[src/rtl/uart_tx_arbiter.sv]
// Purpose: round-robin arbiter sharing one UART transmitter among p_REQUESTERS byte sources.
// Latency: a request sampled in IDLE gives registered o_tx_start/o_ack in the next cycle; busy watchdog is p_BUSY_TIMEOUT cycles.
// Backpressure: requesters hold i_req until o_ack; a new grant waits for the transmitter's busy flag to fall, or for the watchdog.
// Optional feature: define UART_TX_ARB_LOCK_EN to keep the grant for a whole packet, up to the byte flagged by i_last.
module uart_tx_arbiter #(
    parameter int p_REQUESTERS   = 4,
    parameter int p_DATA_BITS    = 8,
    parameter int p_BUSY_TIMEOUT = 15
) (
    input  logic                                  i_clk,
    input  logic                                  i_rst_n,
    input  logic [p_REQUESTERS-1:0]               i_req,
    input  logic [p_REQUESTERS*p_DATA_BITS-1:0]   i_data,
    input  logic [p_REQUESTERS-1:0]               i_last,
    output logic [p_REQUESTERS-1:0]               o_ack,
    output logic [p_REQUESTERS-1:0]               o_grant,
    output logic [p_DATA_BITS-1:0]                o_tx_data,
    output logic                                  o_tx_start,
    input  logic                                  i_tx_busy,
    output logic                                  o_err
);

    localparam int PW = $clog2(p_REQUESTERS);
`ifdef UART_TX_ARB_LOCK_EN
    localparam logic LOCK_EN = 1'b1;
`else
    localparam logic LOCK_EN = 1'b0;
`endif
    localparam logic [PW-1:0] PTR_RST  = PW'(p_REQUESTERS - 1);
    localparam logic [7:0]    TMO_LOAD = 8'(p_BUSY_TIMEOUT);

    typedef enum logic [1:0] {
        S_IDLE,
        S_START,
        S_WAIT_BUSY,
        S_WAIT_DONE
    } state_t;

    state_t                    state_q;
    logic [PW-1:0]             ptr_q;
    logic [PW-1:0]             gidx_q;
    logic [7:0]                cnt_q;
    logic                      lock_q;
    logic                      last_q;
    logic [p_REQUESTERS-1:0]   ack_q;
    logic [p_REQUESTERS-1:0]   grant_q;
    logic [p_DATA_BITS-1:0]    tx_data_q;
    logic                      tx_start_q;
    logic                      err_q;

    logic [p_REQUESTERS-1:0]   elig_d;
    logic [p_REQUESTERS-1:0]   pick_oh_d;
    logic [PW-1:0]             pick_idx_d;
    logic                      pick_vld_d;
    logic [p_DATA_BITS-1:0]    pick_data_d;
    logic                      pick_last_d;
    logic [PW:0]               scan_d;

    // Round-robin pick: first eligible requester after ptr_q, with wrap.
    // Scanning from the farthest position down lets the nearest one win by overwrite.
    always_comb begin
        elig_d      = lock_q ? (i_req & grant_q) : i_req;
        pick_vld_d  = 1'b0;
        pick_idx_d  = '0;
        scan_d      = '0;
        for (int i = p_REQUESTERS; i >= 1; i--) begin
            scan_d = {1'b0, ptr_q} + (PW+1)'(i);
            if (scan_d >= (PW+1)'(p_REQUESTERS)) begin
                scan_d = scan_d - (PW+1)'(p_REQUESTERS);
            end
            if (elig_d[scan_d[PW-1:0]]) begin
                pick_vld_d = 1'b1;
                pick_idx_d = scan_d[PW-1:0];
            end
        end
        pick_oh_d             = '0;
        pick_oh_d[pick_idx_d] = 1'b1;
        pick_data_d           = '0;
        pick_last_d           = 1'b0;
        for (int k = 0; k < p_REQUESTERS; k++) begin
            if (pick_idx_d == PW'(k)) begin
                pick_data_d = i_data[k*p_DATA_BITS +: p_DATA_BITS];
                pick_last_d = i_last[k];
            end
        end
    end

    // Transfer FSM with registered outputs: grant, start pulse, busy watchdog, completion.
    always_ff @(posedge i_clk or negedge i_rst_n) begin
        if (!i_rst_n) begin
            state_q    <= S_IDLE;
            ptr_q      <= PTR_RST;
            gidx_q     <= '0;
            cnt_q      <= '0;
            lock_q     <= 1'b0;
            last_q     <= 1'b0;
            ack_q      <= '0;
            grant_q    <= '0;
            tx_data_q  <= '0;
            tx_start_q <= 1'b0;
            err_q      <= 1'b0;
        end else begin
            ack_q      <= '0;
            tx_start_q <= 1'b0;
            err_q      <= 1'b0;
            case (state_q)
                S_IDLE: begin
                    if (pick_vld_d) begin
                        state_q    <= S_START;
                        gidx_q     <= pick_idx_d;
                        grant_q    <= pick_oh_d;
                        ack_q      <= pick_oh_d;
                        tx_start_q <= 1'b1;
                        tx_data_q  <= pick_data_d;
                        last_q     <= pick_last_d;
                        lock_q     <= LOCK_EN;
                    end
                end
                S_START: begin
                    cnt_q   <= TMO_LOAD;
                    state_q <= S_WAIT_BUSY;
                end
                S_WAIT_BUSY: begin
                    if (i_tx_busy) begin
                        state_q <= S_WAIT_DONE;
                    end else if (cnt_q <= 8'd1) begin
                        // Transmitter never answered: report, release any lock, move on.
                        err_q   <= 1'b1;
                        state_q <= S_IDLE;
                        ptr_q   <= gidx_q;
                        lock_q  <= 1'b0;
                        grant_q <= '0;
                    end else begin
                        cnt_q <= cnt_q - 8'd1;
                    end
                end
                S_WAIT_DONE: begin
                    if (!i_tx_busy) begin
                        state_q <= S_IDLE;
                        ptr_q   <= gidx_q;
                        if (!lock_q || last_q) begin
                            lock_q  <= 1'b0;
                            grant_q <= '0;
                        end
                    end
                end
                default: state_q <= S_IDLE;
            endcase
        end
    end

    assign o_ack      = ack_q;
    assign o_grant    = grant_q;
    assign o_tx_data  = tx_data_q;
    assign o_tx_start = tx_start_q;
    assign o_err      = err_q;

endmodule

[config.mk]
export PLATFORM = sky130hd
export DESIGN_NAME = uart_tx_arbiter
export DESIGN_NICKNAME = d
export VERILOG_FILES = /design/src/rtl/uart_tx_arbiter.sv
export SDC_FILE = /design/constraint.sdc
export NUM_CORES = 1
export LEC_CHECK = 0
export CORE_AREA = 4 4 66 68
export DETAILED_ROUTE_END_ITERATION = 10
export DIE_AREA = 0 0 70 72
export GPL_ROUTABILITY_DRIVEN = 1
export HOLD_SLACK_MARGIN = 0.15
export PLACE_DENSITY = 0.95
export SLEW_MARGIN = 5
export SYNTH_ARGS = -nofsm -noshare
export SYNTH_HDL_FRONTEND = slang
export SYNTH_SLANG_ARGS = --single-unit
[constraint.sdc]
create_clock -name i_clk -period 3 [get_ports i_clk]
set_input_delay 0.6 -clock i_clk [delete_from_list [all_inputs] [get_ports i_clk]]
set_output_delay 0.6 -clock i_clk [all_outputs]
set_load 0.05 [all_outputs]
* After elaboration in Yosys (flattened, before gate mapping)
Cells that the tools add are included.
Word-level totals: output and inout bits 18, logic and storage cells 120, flip-flop bits (word level) 34
Operators by class: bitwise operators 1, magnitude comparators 11, mux-type cells 62, reduce and logical (&&, ||, !) cells 13, add/subtract/negate cells 9, equality and inequality tests 13
Operator list (count):
- $mux 8 | 6
- $mux 4 | 8
- $mux 2 | 15
- $mux 1 | 23
- $pmux 8 s2 | 1
- $lt 2x3->1 const B | 5
- $ge 3x3->1 const B | 4
- $ne 2x2->1 const B | 6
- $pmux 4 s3 | 1
- $bmux 1 s2 | 4
- $eq 2x2->1 const B | 4
- $le 8x1->1 const B | 1
- $pmux 2 s4 | 1
- $sub 2x1->2 const B | 4
- $sub 8x1->8 const B | 1
- $add 2x2->3 const B | 2
- $reduce_and 3->1 | 2
- $reduce_and 6->1 | 1
- $and 4x4->4 | 1
- $eq 2x1->1 const B | 2
- $logic_not 2->1 | 2
- $pmux 2 s2 | 1
- $reduce_and 4->1 | 1
- $reduce_bool 2->1 | 2
- other kinds (11) | 11

* Longest topological paths before layout
Gate-level depths: netlist of run 1.
depth after elaboration 15, gate-level depth with buffers 8, depth with buffers taken out 7

* Least setup slack after synthesis of run 1
OpenSTA, ideal clock, no wires.
kind input port to flip-flop, start input port i_req[1], end register tx_data_q[0], in the netlist o_tx_data[0], buffers on the path 0, required time 2875 ps, data arrival time 1907 ps, setup time 125 ps, stages 5, path slack 968 ps, cells stage by stage nor2b_1 -> a21oi_2 -> o221ai_4 -> mux4_2 -> mux2_2
On the way: longest elaborated chain between the ends 13, elaborated cells on any way between the ends 27, classes of those cells eq/ne: 3; mux: 21; bitwise: 1; reduce/logical: 2
RTL lines:
- start, declared | line 12 | input logic [p_REQUESTERS-1:0] i_req,
- $and 4x4->4 | line 62 | elig_d = lock_q ? (i_req & grant_q) : i_req;
- $mux 4 (*) | line 62
- $bmux 1 s2 | line 71 | if (elig_d[scan_d[PW-1:0]]) begin
- $mux 1 (implied by the code) | line 71
- $mux 2 (4 in series) | line 71
- $logic_not 2->1 | line 81 | if (pick_idx_d == PW'(k)) begin
- $mux 8 (4 in series) | line 81
- end signal, assigned | line 114 | tx_data_q <= pick_data_d;
- end, declared | line 47 | logic [p_DATA_BITS-1:0] tx_data_q;
Every way passes the cells marked *; elsewhere a longest branch is shown, timed or not. The select of a mux whose other input is x is not followed. A chain may end at the register's enable or synchronous reset.

* Worst setup path after layout of run 1
start input port i_req[1], end register tx_data_q[7], in the netlist o_tx_data[7]
The elaborated chain is that of the path after synthesis.

==> flow_summary.yaml, run 1 <==
run_status:
  status: "finished clean"
critical_path:
  timing.rr.start: "ptr_q[0]$_DFFE_PN1P_"
  worstReg2RegEnd: "o_tx_data[7]$_DFFE_PN0P_"
  crit_fanout: 6
  startpoint_type: "input pin"
  cp.arrival_ps: 2710
  critPathRequiredTime_ps: 3180
  reg2reg_slack_ps: 940
  critPathCaptureType: "flop"
  reg2reg_depth: 5
  worstSetupPathType: "in2reg"
hold_path:
  hp-start: "o_grant[2]$_DFFE_PN0P_"
  hp-class: "reg2reg"
  min_to: "o_grant[2]$_DFFE_PN0P_"
  min_path_cells: 1
logic_synthesis:
  synth-seq-cells: 32
  synthAdderAreaFrac_pct: 4.88
  synth-xor-area-share_pct: 1.95
  synth-async-reset-ratio_pct: 100
  synth_compound_area_share_pct: 16.4
  postSynthAreaPerCell_um2: 11.7
  synth.net_count: 204
  synth_top_family_by_area: "compound AO/OA/AOI/OAI gates"
  netlist_instances: 154
  yosys.area_share.simple_pct: 15.3
  synthDistinctLibCells: 46
  muxShareOfSynthArea_pct: 13.6
  synth_edf_count: 0
  synth_top_area_cell: "dfrtp_1"
  synth.top_cells.by_area: "dfrtp_1 (42%), mux4_2 (6.3%), ha_1 (4.9%), mux2_2 (4.4%), dfstp_2 (2.9%)"
  synth_flop_cell: "dfrtp_1"
  netlist_area_um2: 1800
  synth_top_area_share_pct: 41.8
  synth_seq_area_share_pct: 44.7
  ys_warn_count: 0
power_and_ir_drop:
  leakage_uw: 0.00102
  pwr-share-seq_pct: 28.3
  p_int_uw: 1390
  powerDensity_nw_per_um2: 975
  combPwrFrac_pct: 55.0
  switchingPower_uw: 1080
  clkPwrFrac_pct: 16.7
  irDropWorstVdd_uv: 525
  netSwitchingFraction_pct: 43.6
global_route:
  antenna_found_initial: 0
  grtUsageTotal_pct: 18.8
  grt_pass1_vias: 1619
  grt_pass1_wl_mm: 7.51
  grt-ovfl-total: 0
  grt_max_degree: 33
sta:
  final-setup-viol-count: 0
  worstMarginPinSlew_ps: 672
  slew_headroom_pct: 54.8
  finalCritPeriodShare_pct: 84.2
  drv_slew: 0
  hold_viol: 0
  rsz0062_at_grt: "false"
  fin_setup_tns_ps: 0
  fin_skew_ps: 4.37
  fmax_mhz: 396
  finalCriticalPeriod_ps: 2530
layout:
  area_growth_pct: 41.0
  stdcell_area_um2: 2530
  layout-drive-gt1-share_pct: 16.5
  final_nets: 267
  finalNonFillerCells: 268
  antennaDiodeCount: 0
  finalCoreUtilization_pct: 65.6
  layout_commonest_cell: "clkdlybuf4s50_1"
  final_cell_mix: "clkdlybuf4s50_1 (56), dfrtp_1 (30), nand2_1 (9), nor2_1 (9)"
  fillers: 323
  multi_input_area_um2: 937
  regArea_um2: 803
clock_network:
  h-tree-depth: 2
  cts_setup_buffers: 0
  holdBufCountCts: 0
  insertion_delay_ps: 290
  root_buffer: "clkbuf_8"
  cts_tree: "done"
  numCtsBuffers: 5
  cts.sinks: 32
  cts_resized: 0
  cts_buffer_depth: 2
  path_clk_slew_ps: 70
routing:
  wl_met1_mm: 1.83
  first_iter_violations: 59
  final_antenna_net_count: 0
  dr.max_layer_used: "met4"
  avgRoutedWirePerCell_um: 16.7
  viasPerCell: 5.60
  drcViolationCount: 0
  drt_wl_total_mm: 4.49
  dr.pass1.iters: 4
  wl_met3_um: 192
  num_vias: 1500
  met2_length_mm: 2.36
floorplan:
  row_count: 23
  fp.dieW_um: 70
  ios: 61
  start_util_pct: 46.6
  dieHeight_um: 72
  die_area_um2: 5040
  core_area_um2: 3860
placement:
  place_inst: 260
  port_buffers: 56
  gp_congestion: 0.741
  placed_area_um2: 2420
  dp_hpwl_mm: 3.34
job:
  drv_cap: 0
-- worst max-delay path, stage by stage --
cell	delay [ps]
clkdlybuf4s50_1	610
nor2b_1	240
a21oi_2	70
o221ai_4	340
mux4_2	560
mux2_2	280
-- layout make-up --
cell class,instances,area share [%]
multi-input combinational,111,37.0
inverter,6,0.890
clock buffer,6,2.87
clock inverter,2,1.38
timing repair buffer,61,23.6
sequential,32,31.7
tap,50,2.47
-- sequential cells by signal (all words and copies together), names as in the netlist --
register	count
cnt_q	8
o_grant	4
o_tx_start	1
o_err	1
o_ack	4
state_q	2
o_tx_data	8
gidx_q	2
ptr_q	2
-- cell usage after synthesis, types with 2 or more instances --
cell type and instances:
nand2b_1 5, ha_1 7, a31oi_1 2, mux2_2 7, nand2_1 9, nor3_1 5
a41oi_1 3, o21ai_0 5, o211ai_1 3, nand3_1 4, buf_2 2, xor2_1 3
nor4_1 2, nor2b_1 2, inv_1 5, a32o_1 4, dfrtp_1 30, mux2i_1 3
a21oi_1 7, mux4_2 5, nand4_1 4, nor2_1 9, and2_1 4, dfstp_2 2
-- kinds of logic after synthesis --
family,Yosys count
AOI/OAI and AO/OA,34
xor gates and xnor gates,4
adders and majority gates,7
buffers and inverters,11
DFF,32
muxes,16
and+or+nand+nor,50
-- how the worst max path moves through the flow --
stage                        start                        to  slack, ps
after floorplan           i_req[1]  o_tx_data[0]$_DFFE_PN0P_        970
after global placement    i_req[1]  o_tx_data[7]$_DFFE_PN0P_        220
after detailed placement  i_req[1]  o_tx_data[7]$_DFFE_PN0P_        160
after CTS                 i_req[1]  o_tx_data[7]$_DFFE_PN0P_        450
after global routing      i_req[1]  o_tx_data[7]$_DFFE_PN0P_        370
final                     i_req[1]  o_tx_data[7]$_DFFE_PN0P_        470
-- routing by layer --
metal,up-vias,GRT usage [%]
li1,705,-
met1,748,22.7
met2,38,32.1
met3,9,4.71
met4,0,8.30
met5,-,0
-- power by group through the flow --
stage                     sequential [uW]  combinational [uW]  clock, uW
after floorplan                       990                 649          0
after global placement                693                1310          0
after detailed placement              706                1350          0
after CTS                             700                1360        416
after global routing                  719                1460        435
final                                 700                1360        412
-- through the flow --
step	hold slack [ps]	total power (uW)	setup slack [ps]
6_report	504	2470	474
5_1_grt	516	2610	367
4_1_cts	506	2480	451
3_5_place_dp	486	2060	158
3_3_place_gp	460	2000	216
2_1_floorplan	304	1640	968
(Power assumes the default switching activity.)
==> inputs of run 2 (changes only) <==
--- a/config.mk
+++ b/config.mk
@@ -5,12 +5,12 @@
 export SDC_FILE = /design/constraint.sdc
 export NUM_CORES = 1
 export LEC_CHECK = 0
-export CORE_AREA = 4 4 66 68
+export CORE_AREA = 4 4 69 71
 export DETAILED_ROUTE_END_ITERATION = 10
-export DIE_AREA = 0 0 70 72
+export DIE_AREA = 0 0 73 75
 export GPL_ROUTABILITY_DRIVEN = 1
 export HOLD_SLACK_MARGIN = 0.15
-export PLACE_DENSITY = 0.95
+export PLACE_DENSITY = 0.89
 export SLEW_MARGIN = 5
 export SYNTH_ARGS = -nofsm -noshare
 export SYNTH_HDL_FRONTEND = slang
==> constraint.sdc (replaced) <==
create_clock -name i_clk -period 2.6 [get_ports i_clk]
set_input_delay 0.52 -clock i_clk [delete_from_list [all_inputs] [get_ports i_clk]]
set_output_delay 0.52 -clock i_clk [all_outputs]
set_load 0.05 [all_outputs]
==> run 2 against run 1 <==
Utilization shrank 4.7 points. Register-to-register slack lost 390 ps. Wire length grew 0.94%.
==> flow_summary.yaml, run 2 (same netlist as run 1, synthesis figures left out) <==
sta:
  slew_headroom_pct: 65.1
  rsz0062_at_grt: "false"
  finalWorstSetupSlack_ps: 228
  fin_setup_tns_ps: 0
  worstMarginPinSlew_ps: 522
  hold_viol: 0
  finalCritPeriodShare_pct: 91.2
  drv_slew: 0
  holdWs_ps: 490
  finalCriticalPeriod_ps: 2370
  fin_skew_ps: 7.66
  fmax_mhz: 422
  final-setup-viol-count: 0
routing:
  final_antenna_net_count: 0
  drcViolationCount: 0
  avgRoutedWirePerCell_um: 16.4
  dr.pass1.iters: 4
  drt_wl_total_mm: 4.53
  viasPerCell: 5.51
  num_vias: 1520
  first_iter_violations: 123
power_and_ir_drop:
  powerDensity_nw_per_um2: 1120
  leakage_uw: 0.00105
  irDropWorstVdd_uv: 733
critical_path:
  startpoint_type: "input pin"
  cp.arrival_ps: 2550
  slowest_stage: "clkdlybuf4s50_1"
  worstSetupPathType: "in2reg"
  critPathRequiredTime_ps: 2770
  path_cells: "clkdlybuf4s50_1, o21ai_0, a211oi_4, mux4_2, mux2_2"
  crit_fanout: 7
  reg2reg_slack_ps: 550
  cp_top_family: "compound AO/OA/AOI/OAI gates"
  critPathCaptureType: "flop"
  critPathBufInv: 1
  slowest_delay_ps: 630
run_status:
  status: "finished clean"
floorplan:
  row_count: 24
  start_util_pct: 42.4
  fp.dieW_um: 73
  dieHeight_um: 75
  core_area_um2: 4230
  die_area_um2: 5480
  ios: 61
layout:
  layout_commonest_cell: "clkdlybuf4s50_1"
  fillers: 334
  area_growth_pct: 43.6
  final_nets: 273
  layout-drive-gt1-share_pct: 18.8
  stdcell_area_um2: 2580
  final_cell_mix: "clkdlybuf4s50_1 (56), dfrtp_1 (30), buf_4 (11), nand2_1 (9), nor2_1 (9)"
  antennaDiodeCount: 0
clock_network:
  h-tree-depth: 2
  path_clk_slew_ps: 70
  cts_resized: 0
  holdBufCountCts: 0
  root_buffer: "clkbuf_8"
  numCtsBuffers: 5
  cts_setup_buffers: 0
  cts.sinks: 32
  insertion_delay_ps: 290
  cts_tree: "done"
  cts_buffer_depth: 2
placement:
  dp_hpwl_mm: 3.33
  port_buffers: 56
  gp_congestion: 0.727
  placed_area_um2: 2470
  place_ws_ps: -73.9
global_route:
  grt-ovfl-total: 0
  grt_pass1_vias: 1582
  grtUsageTotal_pct: 17.6
  grt_pass1_wl_mm: 7.31
  antenna_found_initial: 0
  grt_max_degree: 33
hold_path:
  hp-class: "reg2reg"
job:
  drv_cap: 0
run 2: cell types whose count changed in the layout (fill, tap and decap cells not counted), sizes merged:
cell / before / now
buf: 5 / 11
run 2: worst paths after layout:
kind / end / cells past startpoint / startpoint
max: o_tx_data[5]$_DFFE_PN0P_ / 5 / i_req[3]
min: gidx_q[1]$_DFFE_PN0P_ / 2 / gidx_q[1]$_DFFE_PN0P_
max reg2reg: o_tx_data[5]$_DFFE_PN0P_ / 5 / ptr_q[0]$_DFFE_PN1P_
min reg2reg: gidx_q[1]$_DFFE_PN0P_ / 2 / gidx_q[1]$_DFFE_PN0P_
max in group asynchronous: ptr_q[0]$_DFFE_PN1P_ / 2 / i_rst_n
min in group asynchronous: cnt_q[0]$_DFFE_PN0P_ / 2 / i_rst_n
run 2: per-stage QoR:
step	cells	util (%)	total power, uW
after detailed placement	268	58.4	2410
after floorplan	154	-	1890
final	276	60.9	2880
after global routing	276	60.9	3050
after global placement	268	58.4	2370
after CTS	276	60.9	2900
run 2: final cells by class:
type | count | area [um^2] | share of cell area (%)
clock buffer | 6 | 72.6 | 2.81
clock inverter | 2 | 35.0 | 1.36
inverter | 6 | 22.5 | 0.873
multi-input combinational | 111 | 937 | 36.3
sequential | 32 | 803 | 31.1
tap | 52 | 65.1 | 2.52
timing repair buffer | 67 | 643 | 24.9
run 2: routing by layer:
layer  vias to the layer above  track usage [%]  part of all wire (%)
met5                         -                0                     0
met4                         0             8.81                   2.1
met3                         9             5.07                   5.2
met2                        43             27.9                    51
met1                       745             22.0                    41
li1                        723                -                     -
run 2: worst register-to-register path, cell delays in order, from the launching register on:
cell and delay, ps:
dfstp_2 600, nand2b_1 120, a21oi_1 100, a211oi_4 450, mux4_2 380, mux2_2 280
run 2: power breakdown:
| part | internal (uW) | total, uW | leakage (uW) | switching [uW] |
|---|---|---|---|---|
| sequential | 679 | 809 | 0.000390 | 130 |
| clock | 284 | 470 | 0.0000552 | 185 |
| combinational | 687 | 1600 | 0.000608 | 911 |
==> edit 1: new RTL, flow settings as in run 2 <==
`LOCK_EN`: 1'b0 -> 1'b1.
--- a/src/rtl/uart_tx_arbiter.sv
+++ b/src/rtl/uart_tx_arbiter.sv
@@ -26,3 +26,3 @@
 `else
-    localparam logic LOCK_EN = 1'b0;
+    localparam logic LOCK_EN = 1'b1;
 `endif
Check against the original RTL: not equivalent (a bounded check fails within 10 cycles, from zero or initial values and one cycle with i_rst_n low).
==> edit 1 against run 2 <==
Global-route usage is 1.4 points higher. Sequential share of layout area is 0.54 points lower. First-iteration DRC count is 46% lower. Worst hold slack hardly changed. Worst setup slack worse by 0.0022 ns. Sequential cell count is 2 higher. Cell area is 8.6% higher. Combinational power is 44% higher. Total power is 29% higher. Area after synthesis is 9.3% higher. Fmax hardly changed. Critical path depth is 3 higher. Wire length is 8.1% higher. Largest cell class unchanged. Largest power group unchanged. Highest routed layer unchanged.
==> edit 1: results (changes against run 2) <==
Setup path
  – Critical path arrival: 2.57 ns (+0.02 ns)
  – CP max stage delay: 0.73 ns (+0.10 ns)
  – R2R cell count: 8 (+3)
  – Peak fanout along the critical path: 20 (+13)
  – Capturing point of the worst reg2reg path: o_tx_data[3]
  – Slowest-stage cell, CP: dfstp_4
  – CP top delay family: compound AO/OA/AOI/OAI gates
  – Flop2flop setup slack: 0.23 ns (-0.32 ns)
  – Reg2reg start: ptr_q[0]

Worst hold path
  – Worst Hold Launch: o_tx_data[1]

Place
  – Placed Area: 2680 µm² (+8.6%)
  – Final HPWL DP: 3.70 mm (+11%)
  – Worst slack at placement: 0.00919 ns (+0.0831 ns)
  – RePlAce Congestion: 0.797 (+9.7%)
  – IO Port Bufs: 60 (+7.1%)

Route
  – Drt wl/cell: 15.6 µm (-4.7%)
  – Vias per cell: 5.48 (-0.45%)

Logic synthesis
  – Post-synthesis sequential area ratio: 43.5% (-1.3 points)
  – Post-synth cell types: 49 (+6.5%)
  – Fraction of registers with async set/reset: 100% (unchanged)
  – Commonest cells post-synth: 32 x dfrtp_1, 20 x nand2_1, 16 x nor2_1, 14 x mux2i_1, 10 x nand3_1
  – Area contributors post-synth: dfrtp_1 41%, mux2i_1 7.1%, o311ai_2 5.0%

Global routing
  – Vias in the first global route: 1738 (+9.9%)
  – GRT Util Overall: 19.0% (+1.4 points)
  – First-pass GRT wire length: 7.99 mm (+9.2%)

Cells and area
  – Nets@finish: 306 (+12%)
  – Fillcell total: 315 (-5.7%)

Status
  – Run status: finished clean

STA
  – Max-slew headroom: 64.7% (-0.39 points)

Power
  – Net Sw Frac: 45.2% (+2.6 points)
  – Peak VDD IR: 0.922 mV (+26%)
  – Leak Pwr: 1.20 nW (+14%)
-- edit 1: cell type report --
cell class | instances | area [µm²] | area share (%)
sequential | 34 | 857 | 30.6
clock inverter | 1 | 30.0 | 1.07
tap | 52 | 65.1 | 2.32
inverter | 8 | 30.0 | 1.07
timing repair buffer | 72 | 716 | 25.6
clock buffer | 6 | 82.6 | 2.95
multi-input combinational | 140 | 1020 | 36.4
-- edit 1: per-stage QoR --
step	hold slack, ns	cells
6_report	0.490	313
5_1_grt	0.538	313
4_1_cts	0.489	313
3_5_place_dp	0.472	306
3_3_place_gp	0.467	306
2_1_floorplan	0.224	190
-- edit 1: worst reg2reg max path, stage by stage (launching register included) --
cell	delay [ns]
dfstp_4	0.73
mux2i_1	0.12
a21oi_2	0.27
a21bo_1	0.25
a32oi_2	0.27
nand2_2	0.11
buf_12	0.17
mux2i_1	0.13
a211oi_1	0.22
-- edit 1: worst max path at each step --
| stage | end | start | slack, ns |
|---|---|---|---|
| 6_report | o_tx_data[3] | ptr_q[0] | 0.23 |
| 5_1_grt | o_tx_data[3] | ptr_q[0] | 0.04 |
| 4_1_cts | o_tx_data[3] | ptr_q[0] | 0.19 |
| 3_5_place_dp | o_tx_data[3] | i_req[0] | 0.009 |
| 3_3_place_gp | o_tx_data[5] | i_req[2] | 0.06 |
| 2_1_floorplan | o_grant[2] | o_grant[2] | 0.36 |
-- edit 1: power by group through the flow --
stage                     logic [mW]  registers [mW]  clock network, mW
after global placement          2.24           0.909                  0
final                           2.30           0.922              0.493
after global routing            2.48           0.948              0.528
after detailed placement        2.30           0.922                  0
after floorplan                 1.28            1.22                  0
after CTS                       2.30           0.914              0.504
-- edit 1: cell families (layout without fill, tap and decap cells) --
kind of cell / count (synthesis) / count (layout) / synth area share, %
AOI/OAI and AO/OA: 43 / 43 / 19.1
xor gates and xnor gates: 6 / 6 / 2.68
adders and majority gates: 2 / 2 / 1.27
buffers and inverters: 16 / 87 / 4.59
DFF: 34 / 34 / 43.5
muxes: 21 / 21 / 11.3
and+or+nand+nor: 68 / 68 / 17.6
-- edit 1: timing repair --
item | 4_1_cts | 5_1_grt
hold buffers | 0 | 0
endpoints found under the setup margin | 0 | 1
resized for setup | 0 | 1
buffers inserted | 0 | 0
-- edit 1: metal layers --
layer	vias up	GRT usage [%]	share of wire (%)
met5	-	0	0
met4	0	6.76	1.5
met3	10	5.87	5.2
met2	49	33.9	54
met1	829	21.4	39
li1	828	-	-
==> edit 2: new RTL, settings of run 2 <==
Made on the original files. Encoding of `state_t`: now one-hot (4 bits for 4 states).
--- a/src/rtl/uart_tx_arbiter.sv
+++ b/src/rtl/uart_tx_arbiter.sv
@@ -31,7 +31,7 @@
 
-    typedef enum logic [1:0] {
-        S_IDLE,
-        S_START,
-        S_WAIT_BUSY,
-        S_WAIT_DONE
+    typedef enum logic [3:0] {
+        S_IDLE      = 4'b0001,
+        S_START     = 4'b0010,
+        S_WAIT_BUSY = 4'b0100,
+        S_WAIT_DONE = 4'b1000
     } state_t;
Formal check against the unedited RTL: same outputs for any inputs over 10 cycles, from zero or initial values and one cycle with i_rst_n low; not proved beyond that.
==> edit 2 against run 2 <==
Cell area up 0.63%. Total power down 14%. Via count up 12%. Synthesized cell count up 20%. Clock skew down 0.0057 ns. Sequential cell count up 2. Final cell count up 8.7%. Global-route usage up 0.92 points. Worst setup slack better by 0.14 ns. Wire length up 8.5%. Area after synthesis up 4.4%. Critical path type unchanged.
==> edit 2: results (changes against run 2) <==
Power
  – Peak VDD IR: 0.543 mV (-26%)
  – Power, Total: 2.48 mW (-14%)
  – Int Pwr: 1.37 mW (-17%)
  – P_comb: 1.24 mW (-23%)
  – Leak Pwr: 1.10 nW (+4.6%)

Global routing
  – Vias in the first global route: 1649 (+4.2%)
  – GR Layer Usage met2: 30.8% (+2.9 points)

Setup path
  – Peak fanout along the critical path: 15 (+8)
  – Flop2flop setup slack: 0.42 ns (-0.13 ns)
  – Critical path arrival: 2.44 ns (-0.11 ns)
  – Capturing point of the worst reg2reg path: o_grant[2]
  – Reg2reg start: cnt_q[0]
  – R2R cell count: 7 (+2)

Route
  – Vias per cell: 5.69 (+3.3%)
  – Drt wl/cell: 16.4 µm (-0.14%)

Worst hold path
  – Worst Hold Launch: o_grant[0]
  – Hold depth: 1 (-1)

Place
  – Final HPWL DP: 3.61 mm (+8.5%)

Logic synthesis
  – Nets in the synthesized netlist: 230 (+13%)
  – Post-synthesis sequential area ratio: 45.6% (+0.86 points)
  – Post-synth cell types: 48 (+4.3%)

STA
  – Worst Skew: 0.00199 ns (-0.00567 ns)

Status
  – Run status: finished clean

Die
  – Initial Util: 44.3% (+1.9 points)

Cells and area
  – Nets@finish: 292 (+7.0%)
==> edit 2: changes by cell type in the layout (fill, tap and decap cells not counted), sizes merged, moves of 5 or more <==
cell    change
o311ai      +5
mux2i      +11
mux2        -5
nand2      +10
nor3        +5
o221ai      +6
ha          -5
or3         +7
mux4        -5
==> edit 2: through the flow <==
step	utilization (%)	worst slack [ns]
6_report	61.3	0.367
3_3_place_gp	59.1	0.176
2_1_floorplan	-	0.753
5_1_grt	61.3	0.259
4_1_cts	61.3	0.385
3_5_place_dp	59.1	0.123
==> edit 2: cells by family (layout without fill, tap and decap cells) <==
family | count (synthesis) | in the layout | share of synthesized area (%)
compound gates | 43 | 43 | 17.8
xor+xnor | 5 | 5 | 2.34
fa+ha+maj | 2 | 2 | 1.33
buf+inv | 15 | 78 | 4.00
flops | 34 | 34 | 45.6
mux | 17 | 17 | 9.21
simple gates | 69 | 69 | 19.7
==> edit 2: routing by layer <==
metal / wire (µm) / vias up
met5: 0 / -
met4: 118 / 0
met3: 236 / 16
met2: 2520 / 48
met1: 2040 / 824
li1: - / 818
==> edit 2: how the worst max path moves through the flow <==
stage                               to  depth (start not counted)
after floorplan             state_q[2]                          5
after global placement    o_tx_data[0]                          7
after detailed placement    o_grant[3]                          7
after CTS                 o_tx_data[0]                          7
after global routing      o_tx_data[0]                          7
final                     o_tx_data[0]                          7
==> edit 2: cell type report <==
type / instances / share of cell area [%]
multi-input cells: 136 / 36.4
repair buffers: 63 / 23.6
well taps: 52 / 2.51
inverters: 7 / 1.01
flip-flops and latches: 34 / 32.9
clock inverters: 1 / 0.193
clock buffers: 7 / 3.33
